`config.mk`:
```
export PLATFORM = sky130hd
export DESIGN_NAME = sccb_init_seq
export DESIGN_NICKNAME = d
export VERILOG_FILES = /design/src/rtl/sccb_init_seq.sv
export SDC_FILE = /design/constraint.sdc
export NUM_CORES = 1
export LEC_CHECK = 0
export BUFFER_PORTS_ARGS = -buffer_cell sky130_fd_sc_hd__buf_2
export CAP_MARGIN = 20
export CORE_MARGIN = 1
export CORE_UTILIZATION = 46
export CTS_BUF_LIST = sky130_fd_sc_hd__clkbuf_4 sky130_fd_sc_hd__clkbuf_8
export CTS_CLUSTER_SIZE = 8
export DETAILED_ROUTE_END_ITERATION = 10
export PLACE_DENSITY = 0.67
export SLEW_MARGIN = 5
export SYNTH_ARGS = -nofsm -noshare
export SYNTH_HDL_FRONTEND = slang
export SYNTH_SLANG_ARGS = --single-unit
export TNS_END_PERCENT = 20
```
`constraint.sdc`:
```
create_clock -name axi_clk -period 3 [get_ports axi_clk]
set_clock_uncertainty 0.1 [all_clocks]
set_input_delay 0.15 -clock axi_clk [delete_from_list [all_inputs] [get_ports axi_clk]]
set_output_delay 0.15 -clock axi_clk [all_outputs]
set_load 0.01 [all_outputs]
```
`src/rtl/sccb_init_seq.sv`:
```
// SCCB register-table initialisation sequencer: after a power-up wait it walks a
// table of {reg,val} entries, issuing SCCB writes with retry, timed delays and an end marker.
module sccb_init_seq #(
    parameter int TBL_AW      = 8,
    parameter int PWRUP_CYC   = 1000000,
    parameter int DLY_UNIT    = 100000,
    parameter int MAX_RETRY   = 3,
    parameter int TIMEOUT_CYC = 200000
) (
    input  logic              axi_clk,
    input  logic              axi_rst,
    input  logic              start,
    output logic [TBL_AW-1:0] tbl_addr,
    input  logic [15:0]       tbl_data,
    output logic              sccb_req,
    output logic [7:0]        sccb_reg,
    output logic [7:0]        sccb_val,
    input  logic              sccb_done,
    input  logic              sccb_nack,
    output logic              busy,
    output logic              done,
    output logic              err,
    output logic [TBL_AW:0]   wr_count
);
    localparam logic [3:0] S_IDLE   = 4'd0;
    localparam logic [3:0] S_PWRUP  = 4'd1;
    localparam logic [3:0] S_FETCH  = 4'd2;
    localparam logic [3:0] S_DECODE = 4'd3;
    localparam logic [3:0] S_WRITE  = 4'd4;
    localparam logic [3:0] S_WAIT   = 4'd5;
    localparam logic [3:0] S_DELAY  = 4'd6;
    localparam logic [3:0] S_FINISH = 4'd7;
    localparam logic [3:0] S_FAIL   = 4'd8;

    // One shared counter serves power-up, delay and timeout; it is sized for the largest.
    localparam int DLY_MAX = 255 * DLY_UNIT;
    localparam int MAX_A   = (PWRUP_CYC > DLY_MAX) ? PWRUP_CYC : DLY_MAX;
    localparam int CNT_MAX = (MAX_A > TIMEOUT_CYC) ? MAX_A : TIMEOUT_CYC;
    localparam int CNT_W   = $clog2(CNT_MAX + 1);
    localparam int RTY_W   = (MAX_RETRY < 1) ? 1 : $clog2(MAX_RETRY + 1);

    localparam logic [CNT_W-1:0]  PWRUP_LAST = CNT_W'(PWRUP_CYC - 1);
    localparam logic [CNT_W-1:0]  TMO_LAST   = CNT_W'(TIMEOUT_CYC - 1);
    localparam logic [CNT_W-1:0]  CNT_ONE    = CNT_W'(1);
    localparam logic [RTY_W-1:0]  RETRY_LIM  = RTY_W'(MAX_RETRY);
    localparam logic [RTY_W-1:0]  RTY_ONE    = RTY_W'(1);
    localparam logic [TBL_AW-1:0] ADDR_LAST  = {TBL_AW{1'b1}};
    localparam logic [TBL_AW-1:0] ADDR_ONE   = TBL_AW'(1);
    localparam logic [TBL_AW:0]   WC_ONE     = (TBL_AW + 1)'(1);
    localparam logic [7:0]        REG_END    = 8'hFF;
    localparam logic [7:0]        REG_DLY    = 8'hFE;

    logic [3:0]       state_r;
    logic [CNT_W-1:0] cnt_r;
    logic [RTY_W-1:0] retry_r;
    logic [7:0]       ent_reg_s;
    logic [7:0]       ent_val_s;
    logic [CNT_W-1:0] dly_load_s;
    logic             adv_s;
    logic             fail_s;

    assign ent_reg_s  = tbl_data[15:8];
    assign ent_val_s  = tbl_data[7:0];
    assign dly_load_s = CNT_W'(32'(ent_val_s) * 32'(DLY_UNIT) - 32'd1);

    // Decide whether this cycle moves to the next entry or records a failed attempt.
    always_comb begin
        adv_s  = 1'b0;
        fail_s = 1'b0;
        case (state_r)
            S_DECODE: adv_s = (ent_reg_s == REG_DLY) && (ent_val_s == 8'h00);
            S_DELAY:  adv_s = (cnt_r == '0);
            S_WAIT: begin
                if (sccb_done) begin
                    adv_s  = !sccb_nack;
                    fail_s = sccb_nack;
                end else begin
                    fail_s = (cnt_r == TMO_LAST);
                end
            end
            default: begin
                adv_s  = 1'b0;
                fail_s = 1'b0;
            end
        endcase
    end

    // Sequencer state, counters and all registered outputs.
    always_ff @(posedge axi_clk or posedge axi_rst) begin
        if (axi_rst) begin
            state_r  <= S_IDLE;
            cnt_r    <= '0;
            retry_r  <= '0;
            tbl_addr <= '0;
            sccb_req <= 1'b0;
            sccb_reg <= 8'h00;
            sccb_val <= 8'h00;
            busy     <= 1'b0;
            done     <= 1'b0;
            err      <= 1'b0;
            wr_count <= '0;
        end else begin
            case (state_r)
                S_IDLE, S_FINISH, S_FAIL: begin
                    if (start) begin
                        done     <= 1'b0;
                        err      <= 1'b0;
                        wr_count <= '0;
                        tbl_addr <= '0;
                        cnt_r    <= '0;
                        busy     <= 1'b1;
                        state_r  <= S_PWRUP;
                    end
                end
                S_PWRUP: begin
                    if (cnt_r == PWRUP_LAST) begin
                        cnt_r   <= '0;
                        state_r <= S_FETCH;
                    end else begin
                        cnt_r <= cnt_r + CNT_ONE;
                    end
                end
                S_FETCH: state_r <= S_DECODE;
                S_DECODE: begin
                    if (ent_reg_s == REG_END) begin
                        state_r <= S_FINISH;
                        busy    <= 1'b0;
                        done    <= 1'b1;
                    end else if (ent_reg_s == REG_DLY) begin
                        // A zero-length delay is handled by the advance path below.
                        if (ent_val_s != 8'h00) begin
                            cnt_r   <= dly_load_s;
                            state_r <= S_DELAY;
                        end
                    end else begin
                        sccb_reg <= ent_reg_s;
                        sccb_val <= ent_val_s;
                        retry_r  <= '0;
                        state_r  <= S_WRITE;
                    end
                end
                S_DELAY: begin
                    if (cnt_r != '0) begin
                        cnt_r <= cnt_r - CNT_ONE;
                    end
                end
                S_WRITE: begin
                    sccb_req <= 1'b1;
                    cnt_r    <= '0;
                    state_r  <= S_WAIT;
                end
                S_WAIT: begin
                    if (sccb_done) begin
                        sccb_req <= 1'b0;
                        if (!sccb_nack) begin
                            wr_count <= wr_count + WC_ONE;
                        end
                    end else begin
                        cnt_r <= cnt_r + CNT_ONE;
                    end
                end
                default: begin
                    state_r <= S_IDLE;
                    busy    <= 1'b0;
                end
            endcase

            // Retry re-enters WRITE with sccb_req low for that cycle.
            if (fail_s) begin
                sccb_req <= 1'b0;
                if (retry_r < RETRY_LIM) begin
                    retry_r <= retry_r + RTY_ONE;
                    state_r <= S_WRITE;
                end else begin
                    state_r <= S_FAIL;
                    busy    <= 1'b0;
                    err     <= 1'b1;
                end
            end

            if (adv_s) begin
                if (tbl_addr == ADDR_LAST) begin
                    state_r <= S_FINISH;
                    busy    <= 1'b0;
                    done    <= 1'b1;
                end else begin
                    tbl_addr <= tbl_addr + ADDR_ONE;
                    state_r  <= S_FETCH;
                end
            end
        end
    end

endmodule

```
==> results by stage, run 1 <==
STA:
- The number of pins with negative max-slew slack in the final report was 0.
- Setup repair after global routing could not meet its margin everywhere.
- The count of endpoints failing hold in the final timing report is 0.
- The final number of setup-violating endpoints is 12.
- The sum of negative setup slack is -9.683 ns.
- The upper clock frequency limit is ~240 MHz.
- Setup slack on the critical path of the routed design comes to -1.140 ns.
- After layout, the worst path uses 138.0% of the clock period.
- The tightest slew margin relative to the limit is 47.70%.
- At the pin with the least slew margin, the transition time is slightly below 0.8 ns.
- The time the worst path needs with I/O delays and setup is roughly 4.1 ns.

GRT:
- The met3 routing resource usage after global routing is about 5.4%.
- The overall routing resource usage is between 20% and 30%.
- The global routing met1 resource utilization is between 30% and 40%.
- The via count of the first global-routing pass came to between 6000 and 7000.
- The global-route wire length before repair is between 30000 and 40000 um.
- The global routing's busiest layer is met2.
- The largest net degree at the start of global routing is 38.
- The number of antenna violations at the first check in global routing is 0.
- The global route total overflow is 0.
- Global routing consumed, on the met2 layer, between 40% and 50% of the routing resources.

Floorplanning:
- The floorplan has 42 rows.
- For this configuration, the core starts out at a cell density of a little under half.
- The die area is ~14000 sq um.
- The die is approximately 120 um wide.
- The total area inside the core boundary comes to 13350 sq um.
- The top-level I/O count is 58.
- The height of the die is about 120 um.

Hold path:
- The type of the worst min-delay path is input port to register.

Yosys:
- The cell type with the largest total area after synthesis is sky130_fd_sc_hd__dfrtp_1.
- The number of synthesis warnings is 0.
- Counting flops and latches in the post-synthesis netlist gives 68.
- For this run, the leading register cell type out of synthesis is sky130_fd_sc_hd__dfrtp_1.
- The number of nets produced by synthesis is about 890.
- By area the synthesized netlist is led by sky130_fd_sc_hd__dfrtp_1 27%, sky130_fd_sc_hd__ha_1 12%, sky130_fd_sc_hd__nand2_1 5.7%.
- The share of the yosys chip area belonging to registers is a little over a quarter.
- The number of flops mapped to enable cells by yosys is 0.
- Synthesis handed over a netlist of roughly 790 instances.
- The fraction of registers with async set or reset after synthesis is 100.0%.
- Each instance of the synthesized netlist takes up on average slightly above 8 sq um.
- The post-synthesis cell area is about 6400 sq um.
- The distinct cell type count of the synthesized netlist is 80.
- The top cell type's share of synthesized area is a little over a quarter.

Placed design:
- The cell count after placement is ~1100.
- At the end of routability-driven placement, the weighted congestion stood at 0.9448.
- The count of port buffers added during placement is 57.
- The detailed placement HPWL is 14060 um.

CTS:
- The clock-pin slew of the registers on the worst-case setup and hold paths is around 0.080 ns.
- Clock latency on the worst-skew pair, taken at its later pin, is approximately 0.36 ns.
- The number of clock buffers inserted by TritonCTS is 9.
- The deepest level of the CTS H-tree is 3.
- The tree built by TritonCTS fans out to 68 sinks.
- The tree is rooted in a sky130_fd_sc_hd__clkbuf_8.
- The clock tree from TritonCTS is done.
- The maximum count of clock buffers along a single path is 2.

Setup path:
- The largest single stage delay on the critical path is between 0.5 and 0.6 ns.
- In this run the register-to-register setup slack is 0.11 ns.
- The end of the worst register-to-register path is cnt_r[17].
- Among all stages on the critical path, the largest delay is contributed by sky130_fd_sc_hd__fa_1.
- The cell repeated most along the worst path is sky130_fd_sc_hd__ha_4.
- The timing endpoint of the critical path is cnt_r[23].
- The worst setup path is of the input port to register kind.
- Counting cells, the worst reg-to-reg path comes to 10.
- The sort of element at the start of the critical path is an input port.
- The data required time at the worst endpoint is about 3.1 ns.
- The critical-path maximum fanout is 3.
- Traced cell by cell, the critical path runs through buf_8 > ha_4 > inv_2 > fa_1 > inv_1 > fa_1 > ha_4 > ha_4 > a21o_1 > a31o_1 > or3_4 > and2_4 > or4_4 > or4_4 > nand2b_4 > xnor2_2 > o221ai_2.
- The arrival time at the worst endpoint is roughly 4.3 ns.
- The startpoint identified for the worst register-to-register timing path is cnt_r[23].
- The critical path endpoint category is a register.
- The startpoint of the worst setup timing path is tbl_data[4].

Power:
- The net load switching power is 3.383 mW.
- The fraction of power consumed by sequential logic is around a fifth.
- The clock power share is about a tenth.
- Combinational cells account for 69.3% of the total power.
- The maximum VDD drop is ~0.00051 V.
- The cell-internal power is around 3.9 mW.
- For this design the ratio of total power to cell area is about 860 nW/um^2.
- Summed over all cells, the static leakage comes to about 3.9 nW.
- The switching part of the total power is 46.43%.

Status:
- The flow ran to the end, but the final reports show violations.
- The final reports fail on setup timing.

Layout:
- After filler insertion, the fill cell instance count of the layout stands at ~1100.
- After the last flow step, the layout net total stands at about 1100.
- The largest register by flop count is cnt_r.
- The area occupied by registers is about 1700 sq um.
- The area used by multi-input combinational logic is ~4700 sq um.
- The final standard cell count with taps included and fillers excluded is 1145.
- The top cell types in the final layout, fill and taps aside, are 136 x sky130_fd_sc_hd__buf_4, 96 x sky130_fd_sc_hd__nand2_1, 71 x sky130_fd_sc_hd__nor2_1, 68 x sky130_fd_sc_hd__dfrtp_1, 54 x sky130_fd_sc_hd__buf_2.
- The post-route netlist has between 30% and 40% of its cells at a drive strength greater than 1.
- The count of antenna diodes in the layout is 0.
- The commonest non-fill, non-tap cell in the layout is sky130_fd_sc_hd__buf_4.
- The area growth from synthesis to layout is 33.32%.
- The largest registers in the layout are cnt_r (25), wr_count (9).
- The register with the most flip-flops in the layout has 25 of them.

Detailed routing:
- The total DRC errors in the routed layout is 0.
- The overall via count from detail_route is between 6000 and 7000.
- The average via count per standard cell is between 5 and 6.
- The first-iteration detailed-routing DRC count is about 610.
- The residual antenna-violating net count after detailed routing is 0.
- For this block, the routed nets add up to between 15000 and 20000 um of wire.
- Before antenna repair, the detailed router went through 5 iterations.
- After detailed routing, the average wire length per cell comes to 16.19 um.

Run:
- The number of maximum-capacitance violations is 0.
-- kinds of logic (layout without fill, tap and decap cells) --
kind of cell | count (synthesis) | after routing | share of synthesized area, %
DFF | 68 | 68 | 26.73
and+or+nand+nor | 312 | 312 | 24.32
buffers and inverters | 88 | 266 | 5.642
xor gates and xnor gates | 39 | 39 | 5.602
adders and majority gates | 75 | 75 | 16.16
AOI/OAI and AO/OA | 204 | 204 | 20.72
muxes | 5 | 5 | 0.8256
-- worst min-delay path by stage --
stage                        to   startpoint  depth (start not counted)  slack (ns)
floorplan           sccb_reg[0]  tbl_data[8]                          2        0.16
global placement    sccb_reg[4]      axi_rst                          2        0.21
detailed placement  sccb_reg[6]      axi_rst                          2        0.25
CTS                    sccb_req    sccb_done                          4        0.07
global route           sccb_req    sccb_done                          4        0.08
finish                 sccb_req    sccb_done                          4        0.08
-- routing by layer --
layer  share of wire, %  wire length, um
met5                  0                0
met4                1.9              344
met3                6.8             1252
met2                 49             9052
met1                 43             7893
-- final cells by class --
type | instances | area share [%]
multi-input combinational | 635 | 55.81
sequential | 68 | 20.05
timing repair buffer | 206 | 17.25
tap | 176 | 2.595
inverter | 44 | 1.976
clock buffer | 10 | 1.548
clock inverter | 6 | 0.7667
-- per-stage QoR --
| stage | total power, mW | setup slack (ns) | utilization [%] | cell area, sq um | hold slack (ns) |
|---|---|---|---|---|---|
| floorplan | 4.368 | -1.418 | - | 6486 | 0.1554 |
| global placement | 5.893 | -1.653 | 58.41 | 7796 | 0.2133 |
| detailed placement | 6.017 | -1.746 | 58.41 | 7796 | 0.2480 |
| CTS | 7.054 | -1.152 | 62.50 | 8342 | 0.06970 |
| global route | 7.849 | -1.258 | 63.57 | 8486 | 0.07717 |
| finish | 7.285 | -1.140 | 63.57 | 8486 | 0.08225 |
-- Yosys cell counts, types with 6 or more instances --
library cell,number
sky130_fd_sc_hd__and3_1,12
sky130_fd_sc_hd__dfrtp_1,68
sky130_fd_sc_hd__nor2_1,73
sky130_fd_sc_hd__a31oi_1,10
sky130_fd_sc_hd__or3_1,8
sky130_fd_sc_hd__ha_1,63
sky130_fd_sc_hd__nor2b_1,6
sky130_fd_sc_hd__or4_1,7
sky130_fd_sc_hd__xnor2_1,20
sky130_fd_sc_hd__o22ai_1,14
sky130_fd_sc_hd__inv_1,44
sky130_fd_sc_hd__clkbuf_1,40
sky130_fd_sc_hd__nand3_1,30
sky130_fd_sc_hd__o31ai_1,9
sky130_fd_sc_hd__xor2_1,17
sky130_fd_sc_hd__nor3_1,27
sky130_fd_sc_hd__a21oi_1,47
sky130_fd_sc_hd__nand2_1,96
sky130_fd_sc_hd__a221oi_1,6
sky130_fd_sc_hd__o21ai_0,54
sky130_fd_sc_hd__a21o_1,9
sky130_fd_sc_hd__nand4_1,11
sky130_fd_sc_hd__fa_1,12
-- power groups by stage --
stage | sequential (mW) | combinational (mW) | clock, mW
detailed placement | 1.47 | 4.54 | 0
finish | 1.47 | 5.05 | 0.772
global route | 1.51 | 5.52 | 0.822
floorplan | 1.44 | 2.93 | 0
global placement | 1.46 | 4.44 | 0
CTS | 1.46 | 4.81 | 0.787
-- repair_timing --
item,in CTS,in global routing
resized for setup,48,25
pin swaps,28,20
hold buffers,9,0
setup endpoints to repair,14,17
endpoints found under the hold margin,43,0
buffers inserted,7,2
-- worst max-delay path: cells and delay by family --
family	cells	cell delay, ns
compound gates	3	0.48
buf+inv	3	0.19
fa+ha+maj	5	1.71
simple gates	5	1.63
xor+xnor	1	0.13
(Power assumes the default switching activity.)
==> run 2: changes to the inputs <==
- ABC_AREA: not set -> 1
- PLACE_DENSITY: 0.67 -> 0.66
==> run 2 against run 1 <==
Compared with the run above: the run ends with DRC, setup timing left; core utilization down 2.1 points; synthesized cell count up 36%; final cell count up 24%; sequential share of layout area down 1.2 points; combinational power up 2%; first-iteration DRC count down 23%; critical path type unchanged; critical endpoint is now cnt_r[24].
==> results by stage, run 2 <==
Setup path:
- The arrival time at the worst endpoint was 3.59 ns (-0.69 ns).
- The critical-path maximum fanout is 6 (+3).
- The critical path is of the input port to register type.
- The number of cells on the worst reg-to-reg path is 9 (-1).
- The startpoint of the worst-slack reg-to-reg timing path is state_r[2].
- The data required time at the worst endpoint is 3.22 ns (+0.08 ns).
- The critical path endpoint category is a register.
- The end of the worst register-to-register path is cnt_r[14].
- The worst-case register-to-register setup slack is 0.22 ns (+0.11 ns).
- STA classifies the critical path startpoint as an input port.

Hold path:
- The cell depth of the worst min-delay path is 4 (unchanged).
- The path with the worst hold slack has its endpoint at wr_count[3].
- The type of the worst min-delay path is input port to register.
- The startpoint of the worst hold path is start.

Yosys:
- The number of standard cells after synthesis is 1076 (+36%).
- The post-synthesis cell area is 7007 sq um (+10%).
- The distinct cell type count of the synthesized netlist came to 46 (-43%).
- The cell type with the largest total area after synthesis is sky130_fd_sc_hd__dfrtp_1.
- The mean instance size in the synthesized netlist was 6.512 sq um (-19%).
- The top cell type's share of synthesized area was 24.29% (-2.4 points).
- Yosys attributes the largest share of cell area to sky130_fd_sc_hd__dfrtp_1 24%, sky130_fd_sc_hd__nand2_1 15%, sky130_fd_sc_hd__ha_1 11%.
- The fraction of registers with async set or reset after synthesis was 100.0% (unchanged).
- The share of the yosys chip area belonging to registers is 24.29% (-2.4 points).
- By count the netlist is led by 282 x sky130_fd_sc_hd__nand2_1, 163 x sky130_fd_sc_hd__inv_1, 108 x sky130_fd_sc_hd__nor2_1, 101 x sky130_fd_sc_hd__nand3_1, 68 x sky130_fd_sc_hd__dfrtp_1.
- The number of synthesis warnings is 0 (unchanged).
- The number of flops mapped to enable cells by yosys is 0 (unchanged).
- The number of nets produced by synthesis is 1172 (+32%).
- The number of register bits inferred by synthesis is 68 (unchanged).
- Among all flip-flop cells after synthesis, the most frequent one is sky130_fd_sc_hd__dfrtp_1.
- Among all cell types in the netlist, the one instantiated most often is sky130_fd_sc_hd__nand2_1.

Layout:
- The count of fill cells added during filler insertion is 1360 (+23%).
- The count of antenna diodes in the layout came to 0 (unchanged).
- In the final layout, the registers with the most flip-flops are cnt_r (25), wr_count (9).
- The fraction of final layout cells with drive strength greater than 1 came to 24.84% (-5.3 points).
- The largest register by flop count is cnt_r.
- The number of flip-flops under the largest register name is 25 (unchanged).
- The post-layout net count came to 1323 (+25%).
- Relative to the synthesized area, the layout overhead comes to 29.02%.
- The commonest non-fill, non-tap cell in the layout is sky130_fd_sc_hd__nand2_1.
- Leaving out fill and tap cells, the most frequent cells in the layout are 249 x sky130_fd_sc_hd__nand2_1, 148 x sky130_fd_sc_hd__inv_1, 98 x sky130_fd_sc_hd__buf_4, 92 x sky130_fd_sc_hd__nor2_1, 90 x sky130_fd_sc_hd__nand3_1.

Floorplanning:
- The standard cell core area is 14700 sq um (+10%).
- The die width is 125.4 um (+4.8%).
- The height of the die is 125.4 um (+4.8%).
- The total number of placement rows is 44 (+4.8%).
- The die area is 15730 sq um (+9.9%).
- The starting density of the core came to 47.67% (about the same).
- The top-level I/O count is 58 (unchanged).

CTS:
- The maximum count of clock buffers along a single path is 2 (unchanged).
- The deepest level of the CTS H-tree is 3 (unchanged).
- The CTS root buffer is sky130_fd_sc_hd__clkbuf_8.
- The number of clock buffers inserted by TritonCTS was 9 (unchanged).
- The clock-pin slew of the registers on the worst-case setup and hold paths is 0.11 ns (+0.03 ns).
- The clock sink total is 68 (unchanged).
- TritonCTS built the clock tree.
- The clock network latency to the later pin of the worst-skew pair came to 0.37 ns (about the same).

STA:
- The minimum hold slack was 0.06066 ns (-0.02159 ns).
- The final critical-path setup slack is -0.3700 ns (+0.7701 ns).
- The fraction of the cycle the final worst path needs is 112.3% (-26 points).
- Setup repair after global routing could not meet its margin everywhere.
- The final number of setup-violating endpoints is 13 (+1).
- The count of endpoints failing hold in the final timing report is 0 (unchanged).
- The sum of negative setup slack is -3.812 ns (+5.872 ns).
- The time the worst path needs with I/O delays and setup is 3.370 ns (-0.7701 ns).
- The tightest slew margin relative to the limit is 39.35% (-8.4 points).
- The number of pins with negative max-slew slack in the final report came to 0 (unchanged).
- The upper clock frequency limit is 296.7 MHz (+23%).
- The actual slew at the worst max-slew pin was 0.9098 ns (+0.1305 ns).

Detailed routing:
- The residual antenna-violating net count after detailed routing is 0 (unchanged).
- The detailed-router iteration count before antenna repair is 9 (+4).
- The average routed wire per standard cell is 14.97 um (-7.6%).
- The overall via count from detail_route is 7512 (+14%).
- The total DRC errors in the routed layout came to 9 (+9).
- The total wirelength of the detailed-routed design is 21190 um (+14%).
- The first-iteration detailed-routing DRC count came to 470 (-23%).
- The average via count per standard cell is 5.305 (-7.8%).

Status:
- The final reports fail on DRC, setup timing.
- The flow ran to the end, but the final reports show violations.

Power:
- The switching part of the total power came to 51.54% (+5.1 points).
- The power per standard cell area is 837.4 nW/um^2 (-2.5%).
- The maximum VDD drop is 0.0004126 V (-19%).
- The fraction of power consumed by sequential logic is 19.5% (-0.6 points).
- The clock power share was 12.2% (+1.6 points).
- The static power due to leakage is 4.656 nW (+18%).
- The net load switching power is 3.902 mW (+15%).
- The relative contribution of combinational cells to total power is 68.3% (-1.0 points).
- The cell-internal power is 3.668 mW (-6.0%).

GRT:
- The overall routing resource usage is 27.70% (+0.93 points).
- The number of antenna violations at the first check in global routing came to 0 (unchanged).
- The via count of the first global-routing pass came to 7138 (+12%).
- The largest net degree at the start of global routing is 69 (+82%).
- The global route total overflow came to 0 (unchanged).
- The global-route wire length before repair is 35060 um (+14%).

Placed design:
- The detailed placement HPWL was 15990 um (+14%).
- The final RePlAce weighted congestion is 0.9569 (+1.3%).
- The count of port buffers added during placement was 57 (unchanged).

Run:
- The number of maximum-capacitance violations came to 0 (unchanged).
[run 2: cell families (layout without fill, tap and decap cells)]
kind of cell	count (synthesis)	count (layout)	synth area share, %
xor+xnor	15	15	1.875
mux	7	7	1.054
fa+ha+maj	75	75	14.68
simple gates	571	571	35.27
flops	68	68	24.29
buf+inv	195	351	10.96
compound gates	145	145	11.88
[run 2: worst max-delay path by stage]
stage | from | end | slack (ns) | cells past startpoint
2_1_floorplan | tbl_data[4] | cnt_r[21] | -0.45 | 22
4_1_cts | tbl_data[4] | cnt_r[24] | -0.27 | 24
6_report | tbl_data[4] | cnt_r[24] | -0.37 | 24
5_1_grt | tbl_data[4] | cnt_r[24] | -0.54 | 24
3_5_place_dp | tbl_data[4] | cnt_r[24] | -0.90 | 23
3_3_place_gp | tbl_data[2] | cnt_r[24] | -0.83 | 24
[run 2: final cells by class]
type                       instances  area (sq um)  area share [%]
clock inverter                     6         95.09           1.052
tap                              184         230.2           2.547
multi-input combinational        813          5087           56.28
timing repair buffer             166          1151           12.73
clock buffer                      10         137.6           1.522
sequential                        68          1702           18.82
inverter                         169         636.9           7.045
[run 2: metal layers]
metal / track usage [%] / vias to the layer above / wire, um
met5: 0 / - / 0
met4: 6.671 / 0 / 286
met3: 4.664 / 28 / 1141
met2: 43.90 / 219 / 9500
met1: 39.25 / 3447 / 10270
li1: - / 3818 / -
[run 2: through the flow]
stage	power (mW)	instances	instance area (sq um)	setup WS, ns	util (%)
floorplan	4.539	1076	7136	-0.4467	-
global placement	5.933	1385	8233	-0.8348	56.01
CTS	7.266	1415	8864	-0.2728	60.30
finish	7.570	1416	9040	-0.3700	61.50
detailed placement	5.975	1385	8233	-0.9011	56.01
global route	8.231	1416	9040	-0.5387	61.50
[run 2: repair_timing]
| item | CTS | global route |
|---|---|---|
| buffers inserted | 4 | 0 |
| endpoints found under the hold margin | 66 | 0 |
| setup endpoints to repair | 13 | 14 |
| hold buffers | 10 | 0 |
| pin swaps | 32 | 40 |
| resized for setup | 68 | 40 |
[run 2: critical path: stages]
cell and delay [ns]:
sky130_fd_sc_hd__buf_4 0.14, sky130_fd_sc_hd__ha_4 0.26, sky130_fd_sc_hd__inv_1 0.05, sky130_fd_sc_hd__fa_1 0.50
sky130_fd_sc_hd__inv_2 0.05, sky130_fd_sc_hd__fa_2 0.58, sky130_fd_sc_hd__ha_4 0.20, sky130_fd_sc_hd__ha_4 0.31
sky130_fd_sc_hd__nand2_4 0.08, sky130_fd_sc_hd__inv_2 0.06, sky130_fd_sc_hd__nand3_2 0.09, sky130_fd_sc_hd__nand2_2 0.11
sky130_fd_sc_hd__nand2_2 0.06, sky130_fd_sc_hd__nand2_4 0.09, sky130_fd_sc_hd__nand2_2 0.07, sky130_fd_sc_hd__nor2_4 0.19
sky130_fd_sc_hd__nand2_2 0.07, sky130_fd_sc_hd__nor2_1 0.10, sky130_fd_sc_hd__nand2_1 0.06, sky130_fd_sc_hd__nand2_1 0.08
sky130_fd_sc_hd__nand3_2 0.07, sky130_fd_sc_hd__nand2_1 0.07, sky130_fd_sc_hd__nand2_1 0.04, sky130_fd_sc_hd__nand2_1 0.08
[run 2: power groups by stage]
| stage | logic (mW) | registers (mW) | clock network, mW |
|---|---|---|---|
| final | 5.17 | 1.47 | 0.922 |
| after global routing | 5.75 | 1.51 | 0.968 |
| after CTS | 4.87 | 1.47 | 0.932 |
| after detailed placement | 4.49 | 1.48 | 0 |
| after global placement | 4.46 | 1.47 | 0 |
| after floorplan | 3.09 | 1.44 | 0 |
==> run 3: changes to the inputs <==
- SETUP_SLACK_MARGIN: not set -> 0.1
==> run 3 against run 2 <==
Compared with the run above: hold slack better by 0.0017 ns; flip-flop and latch count unchanged; the flow still finishes with violations (DRC, setup timing); sequential power about the same; largest cell class unchanged; clock power shrank 0.5%; combinational power up 2%; critical path type unchanged; first-iteration DRC count is 8.3% higher; via count rose by 0.57%; routed wire length rose by 1.2%; final cell count barely moved; clock-buffer cell count did not move; fmax is 1.0% higher; total power rose by 1.5%.
==> results by stage, run 3 (same netlist as run 2, synthesis figures left out) <==
Floorplanning:
- The top-level I/O count is 58 (unchanged).
- The total number of placement rows came to 44 (unchanged).
- The starting density of the core came to 47.67% (unchanged).
- The height of the die is 125.4 um (unchanged).
- The standard cell core area was 14700 sq um (unchanged).
- The die width is 125.4 um (unchanged).
- The die area is 15730 sq um (unchanged).

STA:
- The final critical-path setup slack is -0.3359 ns (+0.03410 ns).
- The number of pins with negative max-slew slack in the final report is 0 (unchanged).
- The time the worst path needs with I/O delays and setup was 3.336 ns (-0.03410 ns).
- The tightest slew margin relative to the limit came to 39.54% (+0.19 points).
- The final number of setup-violating endpoints is 13 (unchanged).
- The count of endpoints failing hold in the final timing report was 0 (unchanged).
- The minimum hold slack is 0.06231 ns (+0.001655 ns).
- The actual slew at the worst max-slew pin is 0.9070 ns (-0.002796 ns).
- The fraction of the cycle the final worst path needs is 111.2% (-1.1 points).
- The upper clock frequency limit is 299.8 MHz (+1.0%).
- The sum of negative setup slack came to -3.286 ns (+0.5261 ns).
- Setup repair after global routing could not meet its margin everywhere.

Detailed routing:
- The total wirelength of the detailed-routed design is 21450 um (+1.2%).
- The average routed wire per standard cell is 15.13 um (+1.1%).
- The detailed-router iteration count before antenna repair came to 8 (-1).
- The residual antenna-violating net count after detailed routing is 0 (unchanged).
- The total DRC errors in the routed layout is 9 (unchanged).
- The overall via count from detail_route was 7555 (+0.57%).
- The average via count per standard cell is 5.332 (+0.50%).
- The first-iteration detailed-routing DRC count is 509 (+8.3%).

Layout:
- The register with the most flip-flops in the final layout is cnt_r.
- The area of all placed cells without fillers was 9171 sq um (+1.5%).
- The post-layout utilization of the core was 62.39% (+0.89 points).
- The count of fill cells added during filler insertion came to 1340 (-1.5%).
- The fraction of final layout cells with drive strength greater than 1 is 26.36% (+1.5 points).
- The largest registers in the layout are cnt_r (25), wr_count (9).
- The area growth from synthesis to layout is 30.89%.
- The commonest non-fill, non-tap cell in the layout is sky130_fd_sc_hd__nand2_1.
- The final standard cell count with taps included and fillers excluded is 1417 (+0.071%).
- The count of antenna diodes in the layout is 0 (unchanged).
- The number of flip-flops under the largest register name is 25 (unchanged).
- The library cells used most frequently in the layout, excluding fill and tap cells, are 245 x sky130_fd_sc_hd__nand2_1, 143 x sky130_fd_sc_hd__inv_1, 98 x sky130_fd_sc_hd__buf_4, 91 x sky130_fd_sc_hd__nor2_1, 88 x sky130_fd_sc_hd__nand3_1.
- The post-layout net count was 1324 (+0.076%).

CTS:
- The CTS root buffer is sky130_fd_sc_hd__clkbuf_8.
- The clock tree from TritonCTS is done.
- The clock-pin slew of the registers on the worst-case setup and hold paths came to 0.10 ns (about the same).
- The number of clock buffers inserted by TritonCTS is 9 (unchanged).
- The maximum count of clock buffers along a single path came to 2 (unchanged).
- The clock network latency to the later pin of the worst-skew pair came to 0.37 ns (about the same).
- The deepest level of the CTS H-tree is 3 (unchanged).
- The clock sink total is 68 (unchanged).

Setup path:
- STA classifies the critical path endpoint as a register.
- The data required time at the worst endpoint is 3.22 ns (about the same).
- The worst setup path is launched from an input port.
- The arrival time at the worst endpoint is 3.55 ns (-0.04 ns).
- The critical-path maximum fanout is 4 (-2).
- The type of the worst setup path is input port to register.

Power:
- The maximum VDD drop came to 0.0004135 V (+0.22%).
- The static power due to leakage is 4.676 nW (+0.43%).
- The overall power came to 7.685 mW (+1.5%).
- The power per standard cell area is 837.9 nW/um^2 (about the same).

GRT:
- The largest net degree at the start of global routing is 69 (unchanged).
- The overall routing resource usage is 27.70% (unchanged).
- The via count of the first global-routing pass came to 7138 (unchanged).
- The global-route wire length before repair is 35060 um (unchanged).
- The global route total overflow is 0 (unchanged).
- The number of antenna violations at the first check in global routing came to 0 (unchanged).

Placed design:
- The cell count after placement was 1385 (unchanged).
- The final RePlAce weighted congestion came to 0.9569 (unchanged).
- The cell area after placement is 8233 sq um (unchanged).
- The detailed placement HPWL was 15990 um (unchanged).
- The count of port buffers added during placement came to 57 (unchanged).
- The pre-CTS setup slack was -0.9011 ns (unchanged).

Run:
- The number of maximum-capacitance violations came to 0 (unchanged).

Hold path:
- The worst hold path belongs to the class input port to register.

Status:
- The run finished, with violations left.
- The checks that failed: DRC, setup timing.
[run 3: cell count changes in the layout (fill, tap and decap cells not counted), sizes merged]
cell,previous run,this run
buf,156,157
[run 3: layout make-up]
type	count	area, sq um	area share (%)
Multi-Input combinational cell	813	5180	56.48
Sequential cell	68	1702	18.55
Timing Repair Buffer	167	1185	12.92
Inverter	169	641.9	6.999
Tap cell	184	230.2	2.510
Clock buffer	10	137.6	1.501
Clock inverter	6	95.09	1.037
[run 3: final timing paths]
kind	slack (ns)	end	from	cells past startpoint
setup / recovery	-0.34	cnt_r[24]	tbl_data[4]	23
hold / removal	0.06	wr_count[3]	start	4
setup reg to reg	0.26	cnt_r[14]	state_r[2]	11
hold reg to reg	0.38	sccb_val[4]	sccb_val[4]	2
max in group asynchronous	1.69	cnt_r[23]	axi_rst	4
min in group asynchronous	0.49	sccb_val[6]	axi_rst	4
[run 3: power breakdown]
part | leakage [nW] | internal [mW] | switching (mW) | total [mW]
clock | 0.117 | 0.499 | 0.418 | 0.917
combinational | 3.66 | 2.04 | 3.25 | 5.29
sequential | 0.897 | 1.19 | 0.288 | 1.48
total | 4.68 | 3.73 | 3.96 | 7.68
[run 3: what timing repair did]
action	4_1_cts	5_1_grt
resized for setup	68	77
gates cloned	0	0
hold endpoints to repair	66	0
buffers inserted	4	1
hold buffers	10	0
pin swaps	32	47
setup endpoints to repair	14	19
[run 3: layer usage]
| layer | global-route usage (%) | up-vias | share of wire, % |
|---|---|---|---|
| li1 | - | 3821 | - |
| met1 | 39.25 | 3493 | 47 |
| met2 | 43.90 | 219 | 45 |
| met3 | 4.664 | 22 | 6.4 |
| met4 | 6.671 | 0 | 1.3 |
| met5 | 0 | - | 0 |
[run 3: critical path, cell delays in order]
cell                      delay (ns)
sky130_fd_sc_hd__buf_8          0.11
sky130_fd_sc_hd__ha_4           0.26
sky130_fd_sc_hd__inv_2          0.04
sky130_fd_sc_hd__fa_1           0.49
sky130_fd_sc_hd__inv_2          0.05
sky130_fd_sc_hd__fa_2           0.58
sky130_fd_sc_hd__ha_4           0.20
sky130_fd_sc_hd__ha_4           0.25
sky130_fd_sc_hd__nand2_2        0.07
sky130_fd_sc_hd__nand2_2        0.08
sky130_fd_sc_hd__a21oi_2        0.17
sky130_fd_sc_hd__nand2_2        0.07
sky130_fd_sc_hd__nand2_1        0.08
sky130_fd_sc_hd__nand2_2        0.10
sky130_fd_sc_hd__nor2_4         0.17
sky130_fd_sc_hd__nand3_4        0.11
sky130_fd_sc_hd__nor2_4         0.15
sky130_fd_sc_hd__nand2_1        0.06
sky130_fd_sc_hd__nand2_1        0.08
sky130_fd_sc_hd__nand3_2        0.08
sky130_fd_sc_hd__nand2_1        0.07
sky130_fd_sc_hd__nand2_1        0.04
sky130_fd_sc_hd__nand2_1        0.08
